<file path="src/rtl/seg_scan_decoder.sv">
// Receive-side decoder for a six-digit multiplexed 7-segment bus.
// Samples the scanned enables/segments, rejects short scan-transition
// glitches, decodes each lit digit back to BCD and publishes whole frames.
module seg_scan_decoder #(
  parameter int STABLE_CYC  = 4,        // legal range 2..255
  parameter bit ENB_ACT_LOW = 1'b1,
  parameter int TIMEOUT_CYC = 1000000
) (
  input  logic        clk,
  input  logic        rst_n,
  input  logic [5:0]  i_seg_enb,
  input  logic        i_seg_dp,
  input  logic [6:0]  i_seg,
  output logic [23:0] o_digits,
  output logic [5:0]  o_dp,
  output logic [5:0]  o_blank,
  output logic        o_frame_vld,
  output logic        o_err_seg,
  output logic        o_err_enb,
  output logic        o_stall
);

  typedef enum logic {SCAN, PUBLISH} state_t;

  localparam logic [7:0]  STABLE_V  = 8'(STABLE_CYC);
  // The write into the shadow happens on the edge where the counter
  // becomes STABLE_CYC-1, so the strobe looks one count earlier.
  localparam logic [7:0]  CAPTURE_V = 8'(STABLE_CYC - 2);
  localparam logic [19:0] TIMEOUT_V = 20'(TIMEOUT_CYC);
  localparam logic [19:0] STALL_MAX = '1;

  // Decode {a..g} to {bad, blank, bcd}.
  function automatic logic [5:0] decode(input logic [6:0] s);
    unique case (s)
      7'b1111110: decode = {2'b00, 4'h0};
      7'b0110000: decode = {2'b00, 4'h1};
      7'b1101101: decode = {2'b00, 4'h2};
      7'b1111001: decode = {2'b00, 4'h3};
      7'b0110011: decode = {2'b00, 4'h4};
      7'b1011011: decode = {2'b00, 4'h5};
      7'b1011111: decode = {2'b00, 4'h6};
      7'b1110000: decode = {2'b00, 4'h7};
      7'b1111111: decode = {2'b00, 4'h8};
      7'b1111011: decode = {2'b00, 4'h9};
      7'b0000000: decode = {2'b01, 4'hF};
      default:    decode = {2'b10, 4'hE};
    endcase
  endfunction

  logic [5:0]  enb_r;
  logic        dp_r;
  logic [6:0]  seg_r;
  logic [13:0] prev;
  logic [7:0]  stable_cnt;
  logic [19:0] stall_cnt;
  state_t      state;
  logic [5:0]  mask;
  logic [5:0]  mask_nxt;
  logic [23:0] sh_digits;
  logic [5:0]  sh_dp;
  logic [5:0]  sh_blank;
  logic [2:0]  slot;
  logic        is_onehot;
  logic        is_multi;
  logic        changed;
  logic        capture;
  logic        publish;
  logic [5:0]  dec;

  // Input register; enables are normalised to active-high here.
  // NOTE: sequential state uses non-blocking (<=) so every register samples
  // pre-edge values; blocking here would chain the stages within one edge.
  always_ff @(posedge clk or negedge rst_n) begin
    if (!rst_n) begin
      enb_r <= '0;
      dp_r  <= 1'b0;
      seg_r <= '0;
      prev  <= '0;
    end else begin
      enb_r <= ENB_ACT_LOW ? ~i_seg_enb : i_seg_enb;
      dp_r  <= i_seg_dp;
      seg_r <= i_seg;
      prev  <= {enb_r, dp_r, seg_r};
    end
  end

  assign changed = ({enb_r, dp_r, seg_r} != prev);
  assign capture = !changed && (stable_cnt == CAPTURE_V);

  // Stability counter: restart on any change, saturate at STABLE_CYC so
  // a held value is captured exactly once.
  always_ff @(posedge clk or negedge rst_n) begin
    if (!rst_n) begin
      stable_cnt <= '0;
    end else if (changed) begin
      stable_cnt <= '0;
    end else if (stable_cnt != STABLE_V) begin
      stable_cnt <= stable_cnt + 8'd1;
    end
  end

  // Classify the enable pattern, pick the slot, and form the next mask.
  // NOTE: every combinational output gets a default first so no path
  // leaves it unassigned, which would otherwise infer a latch.
  always_comb begin
    slot = '0;
    for (int k = 0; k < 6; k++) begin
      if (enb_r[k]) slot = 3'(k);
    end
    is_onehot = (enb_r != '0) && ((enb_r & (enb_r - 6'd1)) == '0);
    is_multi  = (enb_r != '0) && !is_onehot;
    dec       = decode(seg_r);
    publish   = (state == SCAN) && (mask == 6'h3F);
    mask_nxt  = publish ? 6'h00 : mask;
    if (capture && is_onehot) mask_nxt = mask_nxt | enb_r;
  end

  // Control FSM: accumulate slots in SCAN, copy and pulse in PUBLISH.
  always_ff @(posedge clk or negedge rst_n) begin
    if (!rst_n) begin
      state       <= SCAN;
      mask        <= '0;
      sh_digits   <= '0;
      sh_dp       <= '0;
      sh_blank    <= '0;
      o_digits    <= 24'hFFFFFF;
      o_dp        <= '0;
      o_blank     <= 6'h3F;
      o_frame_vld <= 1'b0;
      o_err_seg   <= 1'b0;
      o_err_enb   <= 1'b0;
    end else begin
      o_frame_vld <= 1'b0;
      o_err_seg   <= 1'b0;
      o_err_enb   <= 1'b0;
      mask        <= mask_nxt;

      unique case (state)
        SCAN: begin
          if (publish) begin
            o_digits    <= sh_digits;
            o_dp        <= sh_dp;
            o_blank     <= sh_blank;
            o_frame_vld <= 1'b1;
            state       <= PUBLISH;
          end
        end
        PUBLISH: state <= SCAN;
        default: state <= SCAN;
      endcase

      // Shadow writes read-before-write against the copy above, so a
      // capture on the publish cycle lands in the next frame.
      if (capture && is_onehot) begin
        sh_digits[{slot, 2'b00} +: 4] <= dec[3:0];
        sh_dp[slot]                   <= dp_r;
        sh_blank[slot]                <= dec[4];
        o_err_seg                     <= dec[5];
      end
      if (capture && is_multi) o_err_enb <= 1'b1;
    end
  end

  // Frame watchdog: cleared by each published frame, saturating.
  always_ff @(posedge clk or negedge rst_n) begin
    if (!rst_n) begin
      stall_cnt <= '0;
    end else if (o_frame_vld) begin
      stall_cnt <= '0;
    end else if (stall_cnt != STALL_MAX) begin
      stall_cnt <= stall_cnt + 20'd1;
    end
  end

  assign o_stall = (stall_cnt >= TIMEOUT_V);

endmodule

</file>
<file path="config.mk">
export PLATFORM = sky130hd
export DESIGN_NAME = seg_scan_decoder
export DESIGN_NICKNAME = d
export VERILOG_FILES = /design/src/rtl/seg_scan_decoder.sv
export SDC_FILE = /design/constraint.sdc
export NUM_CORES = 1
export LEC_CHECK = 0
export CAP_MARGIN = 20
export CELL_PAD_IN_SITES_DETAIL_PLACEMENT = 0
export CELL_PAD_IN_SITES_GLOBAL_PLACEMENT = 1
export CORE_ASPECT_RATIO = 1.2
export CORE_MARGIN = 2
export CORE_UTILIZATION = 50
export DETAILED_ROUTE_END_ITERATION = 10
export PLACE_DENSITY = 0.83
export SYNTH_ARGS = -nofsm -noshare
export SYNTH_HDL_FRONTEND = slang
export SYNTH_SLANG_ARGS = --single-unit
</file>
<file path="constraint.sdc">
create_clock -name clk -period 5.4 [get_ports clk]
set_clock_uncertainty 0.2 [all_clocks]
set_input_delay 1.08 -clock clk [delete_from_list [all_inputs] [get_ports clk]]
set_output_delay 1.08 -clock clk [all_outputs]
set_load 0.03 [all_outputs]
</file>
# Word-level counts from Yosys, hierarchy flattened
# Index checks and enable logic that the tools add are counted.
[word_totals]
register_bits = 138
in_bits = 16
output_inout_bits = 40
wordCells = 82
[op_classes]
n_addsub = 4
magnitude_cmp = 3
eq_ne = 15
n_shift = 2
n_mux = 22
n_bitwise = 4
n_reduce_logical = 15
[op_table]
columns = ["operator", "n"]
rows = [
  ["$pmux 6 s11", 1],
  ["$eq 7x7->1 const B", 8],
  ["$mux 20", 2],
  ["$bwmux 24", 1],
  ["$shift 4x7->24 const A", 1],
  ["$shiftx 4x7->24", 1],
  ["$add 20x1->20 const B", 1],
  ["$ge 20x20->1 const B", 1],
  ["$ne 20x20->1 const B", 1],
  ["$mux 8", 2],
  ["$eq 7x6->1 const B", 2],
  ["$ne 14x14->1", 1],
  ["$bwmux 6", 2],
  ["$mux 3", 4],
  ["$mux 6", 2],
  ["$add 8x1->8 const B", 1],
  ["$eq 8x2->1 const B", 1],
  ["$ne 8x3->1 const B", 1],
  ["$logic_and 1x1->1", 7],
  ["$logic_not 7->1", 1],
  ["$neg 5->7", 1],
  ["$and 6x6->6", 1],
  ["$eq 6x6->1 const B", 1],
  ["$logic_not 6->1", 1],
  ["13 further kinds", 20],
]

# Longest topological paths before layout
# Gate-level depths: netlist of run 1.
[logic_depth]
ltp_word = 10
mapped_depth = 10
depth_no_buf = 9

# Worst setup path after synthesis of run 1
# Ideal clock, no wire load.
[synth_path]
path_kind = "reg-to-reg"
from = "register enb_r[2]"
to = "register sh_digits[20]"
setup_time_ns = 0.125
arrival_time_ns = 2.660
t_required_ns = 5.075
slack_ns = 2.415
path_stages_with_launch = 10
path_buffers = 1
period_less_slack_ns = 2.985
path_cell_list = "dfrtp_1 > clkbuf_1 > nand2b_1 > a21oi_1 > nor2_1 > ha_1 > ha_1 > nand2b_1 > nor4b_4 > mux2_4"
[synth_via]
elab_chain_cells = 7
word_cells_on_any_way = 17
cone_classes = "2 x add/sub; 1 x eq/ne; 2 x shift; 5 x mux; 1 x bitwise; 6 x reduce/logical"
[synth_lines]
columns = ["element", "line_no", "text"]
rows = [
  ["start, declared", "50", "logic [5:0] enb_r;"],
  ["start signal, assigned", "80", "enb_r <= ENB_ACT_LOW ? ~i_seg_enb : i_seg_enb;"],
  ["$mux 3 (4 in a row)", "108", "if (enb_r[k]) slot = 3'(k);"],
  ["$neg 5->7", "155", "sh_digits[{slot, 2'b00} +: 4] <= dec[3:0];"],
  ["$shiftx 4x7->24 or $shift 4x7->24 (tied branches)", "155", ""],
  ["$bwmux 24", "155", ""],
  ["end signal, assigned by index", "155", ""],
  ["end, declared", "59", "logic [23:0] sh_digits;"],
]
# Several ways; a longest one is shown, not always the timed one.
# A chain may end at the register's enable or synchronous reset.

# Worst setup path in the final report of run 1
[layout_path]
from = "register stall_cnt[7]"
to = "output o_stall"
[layout_via]
elab_chain_cells = 1
[layout_lines]
columns = ["element", "line_no", "text"]
rows = [
  ["start, declared", "55", "logic [19:0] stall_cnt;"],
  ["start signal, assigned", "171", "stall_cnt <= stall_cnt + 20'd1;"],
  ["$ge 20x20->1", "175", "assign o_stall = (stall_cnt >= TIMEOUT_V);"],
  ["end, declared", "20", "output logic o_stall"],
]
# Every way passes these cells.

==> results of run 1 <==
==> kinds of logic after synthesis <==
kind of cell | after synthesis | share of synthesized area
xor+xnor | 35 | 0.0490
fa+ha+maj | 8 | 0.0156
simple gates | 157 | 0.151
compound gates | 59 | 0.0604
mux | 73 | 0.130
buf+inv | 64 | 0.0398
flops | 137 | 0.554
==> flip-flops by register name (all words and copies together) (netlist names), 6 cells and up <==
name        cells
sh_dp           6
stall_cnt      20
mask            6
prev           14
o_dp            6
o_digits       24
sh_digits      24
enb_r           6
sh_blank        6
seg_r           7
stable_cnt      8
o_blank         6
==> cell usage in the layout (no fill, tap or decap), drive strengths merged, types with 9 or more instances in the layout <==
cell	instances
dfstp	30
nor4b	10
nor3	9
xnor2	9
nand3	10
inv	38
a21oi	12
nor2	44
nor4	13
mux2	57
nand4	20
dfrtp	107
clkdlybuf4s50	54
nand2	20
o21ai	19
xor2	26
clkbuf	22
mux2i	16
==> power by group through the flow <==
stage               clock network, mW  logic, mW  registers (mW)
finish                           1.25     0.0831            1.06
detailed placement                  0     0.0839            1.07
floorplan                           0     0.0539            1.06
global route                     1.31     0.0941            1.06
global placement                    0     0.0821            1.07
CTS                              1.28     0.0844            1.06
==> per-layer routing <==
layer | routed length [um] | vias to the layer above
li1 | - | 1985
met1 | 5430 | 2105
met2 | 6280 | 70
met3 | 369 | 15
met4 | 158 | 0
met5 | 0 | -
==> cell type report <==
cell class,count,area [um2]
Fill cell,976,4570
Sequential cell,137,3470
Multi-Input combinational cell,332,2550
Timing Repair Buffer,59,591
Clock buffer,22,484
Tap cell,161,201
Clock inverter,10,165
Inverter,38,143
==> metrics by stage <==
step,util,setup WS [ps]
after floorplan,-,2410
after global placement,0.570,2350
after detailed placement,0.571,2230
after CTS,0.624,2070
after global routing,0.624,1900
final,0.624,2080
==> critical path, delay by kind of cell (launching register included) <==
family / cells / cell delay, ps
compound gates: 2 / 440
buf+inv: 1 / 580
flops: 1 / 430
simple gates: 2 / 160
==> path summary, 6_finish.rpt <==
path | startpoint | end | cells past startpoint
max | stall_cnt[7]$_DFFE_PN0P_ | o_stall | 5
min | sh_blank[5]$_DFFE_PN0P_ | sh_blank[5]$_DFFE_PN0P_ | 1
max reg2reg | enb_r[2]$_DFF_PN0_ | sh_digits[1]$_DFFE_PN0P_ | 9
min reg2reg | sh_blank[5]$_DFFE_PN0P_ | sh_blank[5]$_DFFE_PN0P_ | 1
max in group asynchronous | rst_n | o_blank[2]$_DFFE_PN1P_ | 2
min in group asynchronous | rst_n | stall_cnt[4]$_DFFE_PN0P_ | 1
==> impl_metrics.yaml, run 1 <==
run_status:
  status: "completed"
global_route:
  grt_max_degree: 74
  antenna_found_initial: 0
  grt_usage: 0.199
  grt_pass1_wl_mm: 21.0
  grt_overflow: 0
  met2_usage: 0.336
  grt_pass1_vias: 4353
  grtUsageMet1: 0.247
  grt_busiest_layer: "met2"
  met3_usage: 0.0519
critical_path:
  required_ps: 4120
  crit_arrival_ps: 2040
  cp_slowest_cell: "clkdlybuf4s50_1"
  cp_cell_sequence: "o31ai_1 > nand2_1 > a21oi_1 > nor2_1 > clkdlybuf4s50_1"
  worst-setup-path-type: "reg2out"
  worstSetupEndpointType: "output pin"
  cp_max_fo: 5
  cp_slowest_stage_delay_ps: 580
  r2r_slack_ps: 2160
  worstSetupStartpointType: "register"
floorplan:
  core_um2: 12200
  initial_core_util: 0.514
  ios: 56
  rows: 44
  dieArea_um2: 13400
  die_h_um: 127
  die_w_um: 106
final_layout:
  drive_above_1_share: 0.229
  design_area_um2: 7600
  area_delta_synth_final_pct: 21.4
  diodes: 0
  layoutNonFillerInstCount: 759
  final_nets: 608
detailed_routing:
  drt_iter0_drc: 233
  avgRoutedWirePerCell_um: 16.1
  first_pass_iters: 5
  vias: 4175
  wl_mm: 12.2
  route.detailed.drc: 0
  postRouteAntennaNets: 0
  vias_per_cell: 5.50
logic_synthesis:
  syn-cell-area_um2: 6260
  synth_area_per_cell_um2: 11.7
  synth_cell_types: 55
  yosys.area.top_type_share: 0.428
  synthFlopType: "dfrtp_1"
  synth_nets: 556
  synth_seq_cells: 137
  syn_inst: 533
  ys_seq_area_frac: 0.554
  synth_top_area_cell: "dfrtp_1"
  synth_warnings: 0
  synth_edf_count: 0
  synthTopCellsByArea: "dfrtp_1 (43%), dfstp_2 (13%), mux2_2 (9.7%)"
  ys_async_sr_fraction: 1.00
  yosysMostFrequentCell: "dfrtp_1"
  synth_common_cells: "dfrtp_1 (107), mux2_2 (54), nor2_1 (44), inv_1 (38), dfstp_2 (30)"
flow_run:
  cap_viol_max_count: 0
cts:
  cts_resized: 0
  numClockSinks: 137
  cts_setup_buffers: 0
  hold_buffers: 0
  numCtsBuffers: 17
  clkSlewWorstSetupHoldPaths_ps: 60
  clk_latency_ps: 420
  cts_tree: "built"
  cts.htree.levels: 4
  cts_buffer_depth: 2
  root_buffer: "clkbuf_16"
sta:
  min_period_over_period: 0.614
  rsz0062_at_grt: "false"
  finalSetupTns_ps: 0
  holdWs_ps: 307
  worst_pin_slew_ps: 844
  setup_violations: 0
  slew_headroom: 0.435
  min_period_ps: 3320
  hold_viol_final: 0
  slew_violations: 0
  fmax_mhz: 302
power:
  swShare: 0.209
  power_mw: 2.39
  internal_power_mw: 1.89
  p_comb_frac: 0.035
  power_switching_mw: 0.499
  pwr-share-seq: 0.442
  peakVddDrop_v: 0.000221
  leakage_nw: 3.28
  powerDensity_nw_per_um2: 315
  p_clk_frac: 0.523
placement:
  dp.cells: 727
  dpl_cell_area_um2: 6950
  port_buffers: 55
  gp_congestion: 0.888
  place_hpwl_mm: 8.29
hold_path:
  hp-class: "reg2reg"
Note: power is estimated with default switching activity, not from simulation.
==> inputs of run 2 (changes only) <==
--- a/config.mk
+++ b/config.mk
@@ -10,9 +10,9 @@
 export CELL_PAD_IN_SITES_GLOBAL_PLACEMENT = 1
 export CORE_ASPECT_RATIO = 1.2
 export CORE_MARGIN = 2
-export CORE_UTILIZATION = 50
+export CORE_UTILIZATION = 46
 export DETAILED_ROUTE_END_ITERATION = 10
-export PLACE_DENSITY = 0.83
+export PLACE_DENSITY = 0.77
 export SYNTH_ARGS = -nofsm -noshare
 export SYNTH_HDL_FRONTEND = slang
 export SYNTH_SLANG_ARGS = --single-unit
==> constraint.sdc (replaced) <==
create_clock -name clk -period 3.1 [get_ports clk]
set_clock_uncertainty 0.2 [all_clocks]
set_input_delay 0.62 -clock clk [delete_from_list [all_inputs] [get_ports clk]]
set_output_delay 0.62 -clock clk [all_outputs]
set_load 0.03 [all_outputs]
==> impl_metrics.yaml, run 2 (same netlist as run 1, synthesis figures left out) <==
critical_path:
  cp_max_fo: 15
  r2r_slack_ps: 240
  crit_arrival_ps: 2950
  cp_slowest_stage_delay_ps: 560
  worstSetupStartpointType: "register"
  worst-setup-path-type: "reg2reg"
  required_ps: 3190
  cp_slowest_cell: "dfrtp_1"
  cp_cell_sequence: "a21oi_1 > nor2_1 > ha_1 > ha_1 > nor4b_1 > nand4_1 > mux2_2"
  ff2ff_path_depth: 7
  crit_buf_inv: 0
  cpLargestDelayFamily: "simple AND/OR/NAND/NOR gates"
  worstSetupEndpointType: "register"
  timing.rr.start: "enb_r[4]$_DFF_PN0_"
  worst_r2r_endpoint: "sh_digits[0]$_DFFE_PN0P_"
  cp_common_cell: "ha_1"
cts:
  clkSlewWorstSetupHoldPaths_ps: 60
  root_buffer: "clkbuf_16"
  cts_setup_buffers: 0
  numCtsBuffers: 17
  cts_tree: "built"
  cts_buffer_depth: 2
  hold_buffers: 0
  cts.htree.levels: 4
  clk_latency_ps: 420
  cts_resized: 0
  numClockSinks: 137
global_route:
  met2_usage: 0.329
  met3_usage: 0.0487
  grt_usage: 0.189
  antenna_found_initial: 0
  grt_pass1_wl_mm: 22.0
  grt_overflow: 0
  grtUsageMet1: 0.227
  grt_max_degree: 65
  grt_pass1_vias: 4487
  grt_busiest_layer: "met2"
detailed_routing:
  drt_iter0_drc: 208
  postRouteAntennaNets: 0
  route.detailed.drc: 0
  vias: 4294
  first_pass_iters: 4
  avgRoutedWirePerCell_um: 16.6
  vias_per_cell: 5.49
  wl_mm: 13.0
sta:
  finalSetupTns_ps: 0
  hold_viol_final: 0
  rsz0062_at_grt: "false"
  slew_violations: 0
  slew_headroom: 0.571
  min_period_over_period: 0.921
  fmax_mhz: 350
  worst_pin_slew_ps: 639
  min_period_ps: 2860
  setup_violations: 0
power:
  p_comb_frac: 0.041
  swShare: 0.214
  peakVddDrop_v: 0.000399
  internal_power_mw: 3.20
  leakage_nw: 3.35
  p_clk_frac: 0.508
  pwr-share-seq: 0.450
  power_switching_mw: 0.870
  powerDensity_nw_per_um2: 529
floorplan:
  rows: 46
  die_w_um: 110
  dieArea_um2: 14600
  initial_core_util: 0.473
  core_um2: 13200
  ios: 56
  die_h_um: 132
placement:
  gp_congestion: 0.815
  place_hpwl_mm: 9.08
  dp.cells: 750
  port_buffers: 55
  dpl_cell_area_um2: 7080
final_layout:
  design_area_um2: 7700
  diodes: 0
  drive_above_1_share: 0.249
  final_common_cell: "dfrtp_1"
  final_nets: 624
  area_delta_synth_final_pct: 23.1
  reg_top3: "o_digits x24, sh_digits x24, stall_cnt x20"
  layoutNonFillerInstCount: 782
  final_cell_mix: "dfrtp_1 (107), mux2_2 (54), clkdlybuf4s50_1 (54)"
hold_path:
  hp-class: "in2async"
run_status:
  status: "completed"
flow_run:
  cap_viol_max_count: 0
-- run 2: area by class of cell --
class	instances	area, um2
multi-input cells	332	2550
inverters	38	143
flip-flops and latches	137	3470
fillers	1120	5540
well taps	168	210
repair buffers	75	714
clock buffers	22	474
clock inverters	10	141
-- run 2: worst reg2reg max path, delay by kind of cell, from the launching register on --
| kind | cells | cell delay (ps) |
|---|---|---|
| flops | 1 | 560 |
| simple gates | 3 | 710 |
| compound gates | 1 | 320 |
| mux | 1 | 380 |
| fa+ha+maj | 2 | 570 |
-- run 2: metrics by stage --
step	setup WS [ps]	util	hold WS, ps	power [mW]
floorplan	115	-	124	1.94
global placement	419	0.535	219	2.03
detailed placement	186	0.535	249	2.03
CTS	213	0.581	10.6	4.13
global route	53.3	0.582	41.6	4.23
finish	245	0.582	1.52	4.07
-- run 2: power groups by stage --
stage	clock (mW)	sequential (mW)	combinational, mW
CTS	2.12	1.83	0.171
floorplan	0	1.85	0.0939
global route	2.21	1.84	0.189
global placement	0	1.86	0.166
finish	2.07	1.83	0.169
detailed placement	0	1.86	0.170
-- run 2: how the worst max path moves through the flow --
stage / start / end / cells after the start
6_report: enb_r[4]$_DFF_PN0_ / sh_digits[0]$_DFFE_PN0P_ / 7
5_1_grt: enb_r[4]$_DFF_PN0_ / sh_digits[0]$_DFFE_PN0P_ / 8
4_1_cts: stall_cnt[7]$_DFFE_PN0P_ / o_stall / 5
3_5_place_dp: enb_r[4]$_DFF_PN0_ / sh_digits[19]$_DFFE_PN0P_ / 8
3_3_place_gp: enb_r[4]$_DFF_PN0_ / sh_digits[0]$_DFFE_PN0P_ / 7
2_1_floorplan: enb_r[2]$_DFF_PN0_ / sh_digits[20]$_DFFE_PN0P_ / 9
-- run 2: per-layer routing --
layer	part of all wire	up-vias
li1	-	2021
met2	0.52	68
met5	0	-
met4	0.017	0
met1	0.43	2185
met3	0.028	20
